<file path="config.mk">
export PLATFORM = sky130hd
export DESIGN_NAME = fpu_div
export DESIGN_NICKNAME = d
export VERILOG_FILES = /design/src/rtl/fpu_pkg.sv /design/src/rtl/fp_unpack.sv /design/src/rtl/fpu_div.sv
export SDC_FILE = /design/constraint.sdc
export NUM_CORES = 1
export LEC_CHECK = 0
export CAP_MARGIN = 5
export CORE_MARGIN = 2
export CORE_UTILIZATION = 55
export CTS_BUF_LIST = sky130_fd_sc_hd__clkbuf_4 sky130_fd_sc_hd__clkbuf_8
export DETAILED_ROUTE_END_ITERATION = 12
export DONT_BUFFER_PORTS = 1
export PLACE_DENSITY = 0.7
export SLEW_MARGIN = 20
export SYNTH_ARGS = -nofsm -noshare
export SYNTH_HDL_FRONTEND = slang
export SYNTH_SLANG_ARGS = --single-unit
</file>
<file path="constraint.sdc">
create_clock -name clk -period 13.55 [get_ports clk]
set_input_delay 2.71 -clock clk [delete_from_list [all_inputs] [get_ports clk]]
set_output_delay 2.71 -clock clk [all_outputs]
set_load 0.05 [all_outputs]
</file>
<file path="src/rtl/fpu_pkg.sv">
// Shared definitions for the FPU divider: FSM states, per-precision field
// geometry, canonical special encodings, flag bit positions and small
// packing helpers for signed infinity / zero / NaN.
package fpu_pkg;

    typedef enum logic [1:0] {
        S_IDLE = 2'd0,
        S_DIV  = 2'd1,
        S_NORM = 2'd2,
        S_DONE = 2'd3
    } div_state_t;

    // half precision
    localparam int H_EXP_W  = 5;
    localparam int H_FRAC_W = 10;
    localparam int H_P      = 11;
    localparam int H_N      = H_P + 1;

    // single precision
    localparam int S_EXP_W  = 8;
    localparam int S_FRAC_W = 23;
    localparam int S_P      = 24;
    localparam int S_N      = S_P + 1;

    // datapath sized for the widest precision
    localparam int MANT_W = S_P;
    localparam int REM_W  = S_P + 1;
    localparam int QUO_W  = S_N;
    localparam int EXP_I_W = 10;
    localparam int CNT_W  = 5;

    localparam logic signed [EXP_I_W-1:0] H_BIAS = 10'sd15;
    localparam logic signed [EXP_I_W-1:0] S_BIAS = 10'sd127;
    localparam logic signed [EXP_I_W-1:0] H_EXP_MAX = 10'sd31;
    localparam logic signed [EXP_I_W-1:0] S_EXP_MAX = 10'sd255;

    localparam logic [CNT_W-1:0] H_LAST = CNT_W'(H_N - 1);
    localparam logic [CNT_W-1:0] S_LAST = CNT_W'(S_N - 1);

    localparam logic [15:0] H_QNAN = 16'h7E00;
    localparam logic [31:0] S_QNAN = 32'h7FC0_0000;
    localparam logic [15:0] H_INF  = 16'h7C00;
    localparam logic [31:0] S_INF  = 32'h7F80_0000;

    localparam int FLG_INVALID = 3;
    localparam int FLG_DIVZERO = 2;
    localparam int FLG_OVF     = 1;
    localparam int FLG_UNF     = 0;

    function automatic logic [31:0] pack_inf(input logic ft, input logic s);
        return ft ? {s, S_INF[30:0]} : {16'h0000, s, H_INF[14:0]};
    endfunction

    function automatic logic [31:0] pack_zero(input logic ft, input logic s);
        return ft ? {s, 31'd0} : {16'h0000, s, 15'd0};
    endfunction

    function automatic logic [31:0] pack_qnan(input logic ft);
        return ft ? S_QNAN : {16'h0000, H_QNAN};
    endfunction

endpackage

</file>
<file path="src/rtl/fp_unpack.sv">
// Combinational operand unpacker shared by the FPU blocks.
// Ports:
//   float_type_i  0 = half (op_i[15:0]), 1 = single (op_i[31:0])
//   op_i          packed operand
//   sign_o        sign bit
//   exp_o         biased exponent, zero-extended to 8 bits
//   mant_o        mantissa with hidden bit, right-aligned (half uses [10:0])
//   is_zero_o     exponent field zero (subnormals flush to zero)
//   is_inf_o      exponent all ones, fraction zero
//   is_nan_o      exponent all ones, fraction nonzero
module fp_unpack
    import fpu_pkg::*;
(
    input  logic              float_type_i,
    input  logic [31:0]       op_i,
    output logic              sign_o,
    output logic [7:0]        exp_o,
    output logic [MANT_W-1:0] mant_o,
    output logic              is_zero_o,
    output logic              is_inf_o,
    output logic              is_nan_o
);

    logic [S_FRAC_W-1:0] frac;
    logic                exp_ones;

    always_comb begin
        if (float_type_i) begin
            sign_o   = op_i[31];
            exp_o    = op_i[30:23];
            frac     = op_i[22:0];
            exp_ones = (op_i[30:23] == 8'hFF);
            mant_o   = {1'b1, op_i[22:0]};
        end else begin
            sign_o   = op_i[15];
            exp_o    = {3'b000, op_i[14:10]};
            frac     = {13'd0, op_i[9:0]};
            exp_ones = (op_i[14:10] == 5'h1F);
            mant_o   = {13'd0, 1'b1, op_i[9:0]};
        end
        is_zero_o = (exp_o == 8'd0);
        is_inf_o  = exp_ones && (frac == '0);
        is_nan_o  = exp_ones && (frac != '0);
    end

endmodule

</file>
<file path="src/rtl/fpu_div.sv">
// Iterative floating-point divider, Result = A / B, half or single precision.
// Restoring long division, one quotient bit per clock; truncating rounding.
// Ports:
//   clk, reset     clock (rising edge), async active-high reset
//   start          request, sampled only in IDLE
//   floatType      0 = half, 1 = single
//   A, B           dividend, divisor
//   busy           high in DIV and NORM
//   done           one-cycle pulse in DONE
//   fpuFlags       [3] invalid [2] divzero [1] overflow [0] underflow
//   Result         quotient (half: upper 16 bits zero)
//
// state | meaning
// IDLE  | waiting for start; operands unpacked and classified here
// DIV   | one quotient bit per cycle, N iterations
// NORM  | normalise, range-check, pick special or computed result
// DONE  | Result/fpuFlags valid, done pulse
module fpu_div
    import fpu_pkg::*;
(
    input  logic        clk,
    input  logic        reset,
    input  logic        start,
    input  logic        floatType,
    input  logic [31:0] A,
    input  logic [31:0] B,
    output logic        busy,
    output logic        done,
    output logic [3:0]  fpuFlags,
    output logic [31:0] Result
);

    div_state_t state_q, state_d;

    logic                      ft_q, ft_d;
    logic                      sign_q, sign_d;
    logic signed [EXP_I_W-1:0] exp_q, exp_d;
    logic [REM_W-1:0]          rem_q, rem_d;
    logic [MANT_W-1:0]         mb_q, mb_d;
    logic [QUO_W-1:0]          quo_q, quo_d;
    logic [CNT_W-1:0]          cnt_q, cnt_d;
    logic                      spec_q, spec_d;
    logic [31:0]               spec_res_q, spec_res_d;
    logic [3:0]                spec_flg_q, spec_flg_d;
    logic [31:0]               result_q, result_d;
    logic [3:0]                flags_q, flags_d;

    logic              a_sign, b_sign;
    logic [7:0]        a_exp, b_exp;
    logic [MANT_W-1:0] a_mant, b_mant;
    logic              a_zero, b_zero, a_inf, b_inf, a_nan, b_nan;

    fp_unpack u_unpack_a (
        .float_type_i (floatType),
        .op_i         (A),
        .sign_o       (a_sign),
        .exp_o        (a_exp),
        .mant_o       (a_mant),
        .is_zero_o    (a_zero),
        .is_inf_o     (a_inf),
        .is_nan_o     (a_nan)
    );

    fp_unpack u_unpack_b (
        .float_type_i (floatType),
        .op_i         (B),
        .sign_o       (b_sign),
        .exp_o        (b_exp),
        .mant_o       (b_mant),
        .is_zero_o    (b_zero),
        .is_inf_o     (b_inf),
        .is_nan_o     (b_nan)
    );

    // ---------------- classification at accept ----------------
    logic                      res_sign;
    logic                      spec_hit;
    logic [31:0]               spec_res;
    logic [3:0]                spec_flg;
    logic signed [EXP_I_W-1:0] exp_acc;

    always_comb begin
        res_sign = a_sign ^ b_sign;
        exp_acc  = $signed({2'b00, a_exp}) - $signed({2'b00, b_exp})
                 + (floatType ? S_BIAS : H_BIAS);
        spec_hit = 1'b1;
        spec_res = '0;
        spec_flg = '0;
        if (a_nan || b_nan || (a_zero && b_zero) || (a_inf && b_inf)) begin
            spec_res              = pack_qnan(floatType);
            spec_flg[FLG_INVALID] = 1'b1;
        end else if (b_zero && !a_inf) begin
            spec_res              = pack_inf(floatType, res_sign);
            spec_flg[FLG_DIVZERO] = 1'b1;
        end else if (a_inf) begin
            // inf / finite, including inf / 0
            spec_res = pack_inf(floatType, res_sign);
        end else if (a_zero || b_inf) begin
            spec_res = pack_zero(floatType, res_sign);
        end else begin
            spec_hit = 1'b0;
        end
    end

    // ---------------- division step ----------------
    logic             q_bit;
    logic [REM_W-1:0] rem_sub;

    always_comb begin
        q_bit   = 1'b0;
        rem_sub = rem_q;
        if (rem_q >= {1'b0, mb_q}) begin
            q_bit   = 1'b1;
            rem_sub = rem_q - {1'b0, mb_q};
        end
    end

    // ---------------- normalisation ----------------
    logic signed [EXP_I_W-1:0] exp_n;
    logic [S_FRAC_W-1:0]       frac_n;
    logic [31:0]               norm_res;
    logic [3:0]                norm_flg;

    always_comb begin
        exp_n    = exp_q;
        frac_n   = '0;
        norm_res = '0;
        norm_flg = '0;
        // quotient lies in (0.5, 2): a leading zero means one extra shift
        if (ft_q) begin
            if (quo_q[S_N-1]) begin
                frac_n = quo_q[S_N-2:1];
            end else begin
                frac_n = quo_q[S_N-3:0];
                exp_n  = exp_q - 10'sd1;
            end
        end else begin
            if (quo_q[H_N-1]) begin
                frac_n = {13'd0, quo_q[H_N-2:1]};
            end else begin
                frac_n = {13'd0, quo_q[H_N-3:0]};
                exp_n  = exp_q - 10'sd1;
            end
        end
        if (exp_n >= (ft_q ? S_EXP_MAX : H_EXP_MAX)) begin
            norm_res          = pack_inf(ft_q, sign_q);
            norm_flg[FLG_OVF] = 1'b1;
        end else if (exp_n <= 10'sd0) begin
            norm_res          = pack_zero(ft_q, sign_q);
            norm_flg[FLG_UNF] = 1'b1;
        end else if (ft_q) begin
            norm_res = {sign_q, exp_n[S_EXP_W-1:0], frac_n};
        end else begin
            norm_res = {16'h0000, sign_q, exp_n[H_EXP_W-1:0], frac_n[H_FRAC_W-1:0]};
        end
    end

    // ---------------- FSM: state register ----------------
    always_ff @(posedge clk or posedge reset) begin
        if (reset) begin
            state_q <= S_IDLE;
        end else begin
            state_q <= state_d;
        end
    end

    // ---------------- FSM: next state ----------------
    always_comb begin
        state_d = state_q;
        case (state_q)
            S_IDLE: if (start) state_d = spec_hit ? S_NORM : S_DIV;
            S_DIV:  if (cnt_q == (ft_q ? S_LAST : H_LAST)) state_d = S_NORM;
            S_NORM: state_d = S_DONE;
            S_DONE: state_d = S_IDLE;
            default: state_d = S_IDLE;
        endcase
    end

    // ---------------- FSM: outputs ----------------
    always_comb begin
        busy     = (state_q == S_DIV) || (state_q == S_NORM);
        done     = (state_q == S_DONE);
        Result   = result_q;
        fpuFlags = flags_q;
    end

    // ---------------- datapath next state ----------------
    always_comb begin
        ft_d       = ft_q;
        sign_d     = sign_q;
        exp_d      = exp_q;
        rem_d      = rem_q;
        mb_d       = mb_q;
        quo_d      = quo_q;
        cnt_d      = cnt_q;
        spec_d     = spec_q;
        spec_res_d = spec_res_q;
        spec_flg_d = spec_flg_q;
        result_d   = result_q;
        flags_d    = flags_q;
        case (state_q)
            S_IDLE: begin
                if (start) begin
                    ft_d       = floatType;
                    sign_d     = res_sign;
                    exp_d      = exp_acc;
                    rem_d      = {1'b0, a_mant};
                    mb_d       = b_mant;
                    quo_d      = '0;
                    cnt_d      = '0;
                    spec_d     = spec_hit;
                    spec_res_d = spec_res;
                    spec_flg_d = spec_flg;
                end
            end
            S_DIV: begin
                // rem_sub < mB, so the shift never loses a set bit
                rem_d = rem_sub << 1;
                quo_d = (quo_q << 1) | {{(QUO_W-1){1'b0}}, q_bit};
                cnt_d = cnt_q + 1'b1;
            end
            S_NORM: begin
                result_d = spec_q ? spec_res_q : norm_res;
                flags_d  = spec_q ? spec_flg_q : norm_flg;
            end
            default: ;
        endcase
    end

    always_ff @(posedge clk or posedge reset) begin
        if (reset) begin
            ft_q       <= 1'b0;
            sign_q     <= 1'b0;
            exp_q      <= '0;
            rem_q      <= '0;
            mb_q       <= '0;
            quo_q      <= '0;
            cnt_q      <= '0;
            spec_q     <= 1'b0;
            spec_res_q <= '0;
            spec_flg_q <= '0;
            result_q   <= '0;
            flags_q    <= '0;
        end else begin
            ft_q       <= ft_d;
            sign_q     <= sign_d;
            exp_q      <= exp_d;
            rem_q      <= rem_d;
            mb_q       <= mb_d;
            quo_q      <= quo_d;
            cnt_q      <= cnt_d;
            spec_q     <= spec_d;
            spec_res_q <= spec_res_d;
            spec_flg_q <= spec_flg_d;
            result_q   <= result_d;
            flags_q    <= flags_d;
        end
    end

endmodule

</file>
# Yosys cells after proc, flatten, opt, wreduce, memory -nomap -nowiden
# Index checks and enable logic that the tools add are counted.
# W data, S select, Z words.
[op_classes] muxes=55 add_sub_neg=5 n_lt_le_gt_ge=3 eq_ne=10 n_reduce_logical=24 bitwise_logic=2
[ops] op="$mux W32" count=12
[ops] op="$pmux W25 S2" count=2
[ops] op="$mux W23" count=4
[ops] op="$mux W24" count=3
[ops] op="$mux W25" count=2
[ops] op="$logic_not A23 Y1" count=2
[ops] op="$reduce_bool A23 Y1" count=2
[ops] op="$mux W10" count=4
[ops] op="$mux W31" count=1
[ops] op="$ge A25 B24 Y1" count=1
[ops] op="$or A25 B1 Y25" count=1
[ops] op="$mux W8" count=3
[ops] op="$sub A24 B24 Y24" count=1
[ops] op="$eq A8 B8 Y1 const B" count=2
[ops] op="$logic_not A8 Y1" count=2
[ops] op="$mux W1" count=15
[ops] op="$add A9 B8 Y10" count=1
[ops] op="$eq A5 B5 Y1 const B" count=2
[ops] op="$ge A10 B9 Y1" count=1
[ops] op="$le A10 B1 Y1 const B" count=1
[ops] op="$mux W5" count=2
[ops] op="$pmux W5 S2" count=1
[ops] op="$sub A10 B2 Y10 const B" count=1
[ops] op="$sub A8 B8 Y9" count=1
[ops] op="other kinds (16)" count=32
[word_totals] input_bits=68 out_inout_bits=38 ff_bits=164 wordCells=112

# Depth between registers and ports, before layout
[logic_depth] ltp_word=11 depth_mapped=17 mapped_depth_nobuf=15

# Hierarchy
# Synthesis repeated with hierarchy kept, for this count alone.
[hier_totals] cells_unflattened=1060 hier_area_um2=9549.2
[modules_own_cells] module="fpu_div" cells_each=946 instances=1 seq_area_each_um2=3453.3 area_each_um2=8768.4
[modules_own_cells] module="fp_unpack" cells_each=57 instances=2 seq_area_each_um2=0.0 area_each_um2=390.4

# Least setup slack after synthesis
# OpenSTA, ideal clock, no wires.
[synth_path] path_type="in2reg" start="input floatType" end="register exp_q[9]" path_buffers=2 setup_ns=0.118 slack_ns=7.696 arrival_time_ns=5.736 required_ns=13.432 cell_stages=16 cell_sequence="clkbuf_1 > buf_1 > mux2i_1 > ha_1 > inv_1 > fa_1 > a21o_1 > a21oi_1 > o21ai_0 > nor2_1 > xnor2_1 > ha_1 > nand2_1 > o21ai_0 > a21oi_1 > a21o_1"
[synth_between] elab_chain_len=3 word_cells_on_any_way=5 cone_classes="add/sub: 2; mux: 3"
[synth_rtl] item="start, declared" line_no="fpu_div.sv:24" source="input logic floatType,"
[synth_rtl] item="$mux W8" line_no="fp_unpack.sv:28" source="if (float_type_i) begin"
[synth_rtl] item="$sub A8 B8 Y9" line_no="fpu_div.sv:84" source="exp_acc = $signed({2'b00, a_exp}) - $signed({2'b00, b_exp})"
[synth_rtl] item="$add A9 B8 Y10 (*)" line_no="fpu_div.sv:85" source="+ (floatType ? S_BIAS : H_BIAS);"
[synth_rtl] item="end signal, assigned" line_no="fpu_div.sv:247" source="exp_q <= exp_d;"
[synth_rtl] item="end, declared" line_no="fpu_div.sv:37" source="logic signed [EXP_I_W-1:0] exp_q, exp_d;"
# Mark *: on every way between the ends. The rest lies on a longest branch, timed or not.
# A chain may end at the register's enable or synchronous reset.

# Worst setup path in the final report
# Ends and elaborated chain as after synthesis.

==> reports/summary.txt <==
Synthesized net count: 1,196
Endpoints failing hold: 0
Fin Setup TNS: 0 ps
Hold Buf Count CTS: 0
Post-detail-place hpwl: 17.0 mm
Max VDD drop: 0.156 mV
Finished Cell Area: 0.00951 mm2
Max-slew violations: 0
Max_slew headroom: 0.366
DRT antenna net count: 0
Max Clock Freq: 200 MHz
CP Launch Type: input pin
Critical path buffer and inverter count: 1
Initial core utilization: 0.566
First-pass GRT wire length: 38.6 mm
Bufs on Longest Clock Path: 2
#FFs+latches synth: 137
Area grow syn2layout: 5.32%
Sequential share of the synthesized area: 0.380
Actual slew at the worst max-slew pin: 951 ps
CTS Root Cell: clkbuf_8
Final setup fails: 0
DR vias: 7,765
Routed WL: 23.6 mm
Setup repair bufs after CTS: 0
Die area: 0.0175 mm2
Nature of the critical path endpoint: flop
DR DRC count: 0
Diodes inserted: 0
H-Tree Depth: 4
Critical path type: input pin to flop
Fill cell count: 1,454
P_leak: 4.23 nW
DR WL/cell: 18.6 um
Critical-path cell list: mux2i_1 -> ha_1 -> inv_1 -> fa_1 -> a21o_1 -> a21oi_1 -> o21ai_0 -> nor2_1 -> xnor2_1 -> ha_1 -> nand2_1 -> o21ai_0 -> a21oi_1 -> a21o_1
Status: finished, final reports clean
I/O Pins: 106
Number of global-route vias before repair: 7,222
Hold crit path type: flop to flop
Final core occ: 0.596
Reg-to-reg slack, setup: 9860 ps
CTS tree: yes
First drt pass iteration count: 5
Via density: 6.11
Gpl congestion: 0.953
Max Cap Violations: 0
RSZ-0062 raised after global routing: no
Share of cells above drive strength 1: 0.0626
Buffers on Ports: 0
Row cnt: 46
Worst skew pair latency: 460 ps
Cell area after synthesis: 0.00903 mm2
Post-CTS Resized: 0
Clock Skews: 12.0 ps
Die width: 132 um
DRT iter0 DRCs: 703
CTS sink count: 137
Initial antenna violation count: 0
Period utilisation layout: 0.369
CP max-delay cell: fa_1
CP required: 13,910 ps
Post-synth EDFFs: 0
Main synth FF type: dfrtp_1
Largest net degree at the start of global routing: 86
Largest delay share family, worst path: compound AO/OA/AOI/OAI gates
WP data arrival: 5370 ps
Post-synth cell types: 73
Syn avg cell area: 8.34 um2
Crit-path max FO: 49
Congestion Overflow GR: 0
Core area: 0.0159 mm2
CTS clk-pin slew, worst paths: 90 ps
Post-synth ARST share: 1.00
Post-DP Area: 0.00911 mm2
Synth warn: 0
Final Critical Period: 5010 ps
P per Cell Area: 259 mW/mm2
Total track usage: 0.276
Syn Inst Count: 1,082
Final nets: 1,155
Die Ht: 132 um
Number of buffers created by CTS: 17
Worst path max stage delay: 390 ps
cell usage in the layout, fill, tap and decap left out, types with 18 or more instances in the layout:
master	Yosys	final
a21oi_1	87	87
and3_1	18	18
dfrtp_1	137	137
nor3_1	19	19
xor2_1	19	19
ha_1	44	44
mux2i_1	25	25
inv_1	45	44
nand2_1	155	155
nand3_1	59	59
xnor2_1	22	22
nor2_1	69	69
o21ai_0	93	91
per-stage QoR:
stage	cells	worst slack (ps)	hold slack (ps)	total power [mW]
5_1_grt	1270	8290	524	2.68
6_report	1270	8540	484	2.47
4_1_cts	1270	8590	489	2.46
2_1_floorplan	1082	7170	443	1.82
3_5_place_dp	1238	8090	470	2.11
3_3_place_gp	1238	8130	465	2.10
worst reg2reg max path: stages (launching register included):
cell and delay, ps:
dfrtp_1 520, inv_1 150, ha_1 330, or4b_1 540, or3_1 360, xnor2_1 140, ha_1 280, a22o_1 210
o21ai_2 250, and3b_2 360, a221oi_1 370, nor2_1 70
state kept, by name, summed over array words and instances (netlist names):
signal	count
Result	32
quo_q	25
rem_q	25
mb_q	23
exp_q	10
spec_res_q	6
cnt_q	5
fpuFlags	4
spec_flg_q	2
state_q	2
ft_q	1
sign_q	1
spec_q	1
final timing paths:
kind / startpoint / end / depth (start not counted)
worst max-delay path: floatType / exp_q[9] / 14
worst min register to register: spec_res_q[22] / spec_res_q[22] / 2
worst min-delay path: spec_res_q[22] / spec_res_q[22] / 2
min in group asynchronous: reset / Result[21] / 1
worst max register to register: exp_q[0] / Result[9] / 11
max in group asynchronous: reset / quo_q[12] / 2
cell families (layout without fill, tap and decap cells):
kind of cell / Yosys count / after routing / share of synthesized area
compound gates: 300 / 300 / 0.209
xor+xnor: 41 / 41 / 0.0398
buf+inv: 116 / 88 / 0.0500
simple gates: 407 / 407 / 0.216
fa+ha+maj: 46 / 46 / 0.0654
mux: 35 / 35 / 0.0402
flops: 137 / 137 / 0.380
Yosys cell counts, types with 2 or more instances:
cell,number,area share
o221ai_1,2,0.0019
o21ai_0,93,0.052
fa_1,2,0.0044
o31ai_1,8,0.0067
a21o_1,14,0.012
o211a_1,4,0.0044
a221oi_1,2,0.0019
o211ai_1,5,0.0042
nor3_1,19,0.011
inv_1,45,0.019
o311ai_0,2,0.0019
a211oi_1,9,0.0075
nor4b_1,3,0.0029
nand3_1,59,0.033
and2_1,6,0.0042
xor2_1,19,0.018
nand3b_1,4,0.0033
buf_1,4,0.0017
o2bb2ai_1,7,0.0068
or4_1,4,0.0033
nor4_1,14,0.0097
nand4_1,15,0.010
clkbuf_1,63,0.026
buf_6,2,0.0025
ha_1,44,0.061
nand2_1,155,0.064
and3_1,18,0.012
a21oi_1,87,0.048
nand2b_1,7,0.0049
mux2i_1,25,0.028
or3_1,5,0.0035
a21boi_0,3,0.0025
dfrtp_1,137,0.38
o21bai_1,6,0.0050
a221o_1,6,0.0067
nor2b_1,17,0.012
o21a_1,13,0.011
a211o_1,3,0.0029
a31oi_1,8,0.0055
mux2_2,10,0.012
nor2_1,69,0.029
a22o_1,11,0.011
a32oi_1,2,0.0019
xnor2_1,22,0.021
layer usage:
metal / vias to the layer above / GRT usage / part of all wire
li1: 3780 / - / -
met1: 3697 / 0.365 / 0.43
met2: 253 / 0.445 / 0.47
met3: 35 / 0.0804 / 0.079
met4: 0 / 0.0761 / 0.018
met5: - / 0 / 0
where the power goes:
part / internal [mW] / switching (mW) / leakage, nW
registers: 0.529 / 0.207 / 1.79
clock network: 0.153 / 0.189 / 0.196
logic: 0.517 / 0.872 / 2.25
layout make-up:
cell class | count | area [um2] | area share
multi-input cells | 829 | 5160 | 0.543
inverters | 46 | 178 | 0.0187
clock inverters | 15 | 161 | 0.0170
flip-flops and latches | 137 | 3430 | 0.361
repair buffers | 10 | 75.1 | 0.00789
clock buffers | 17 | 234 | 0.0246
well taps | 216 | 270 | 0.0284
Power figures use the tool's default switching activity.
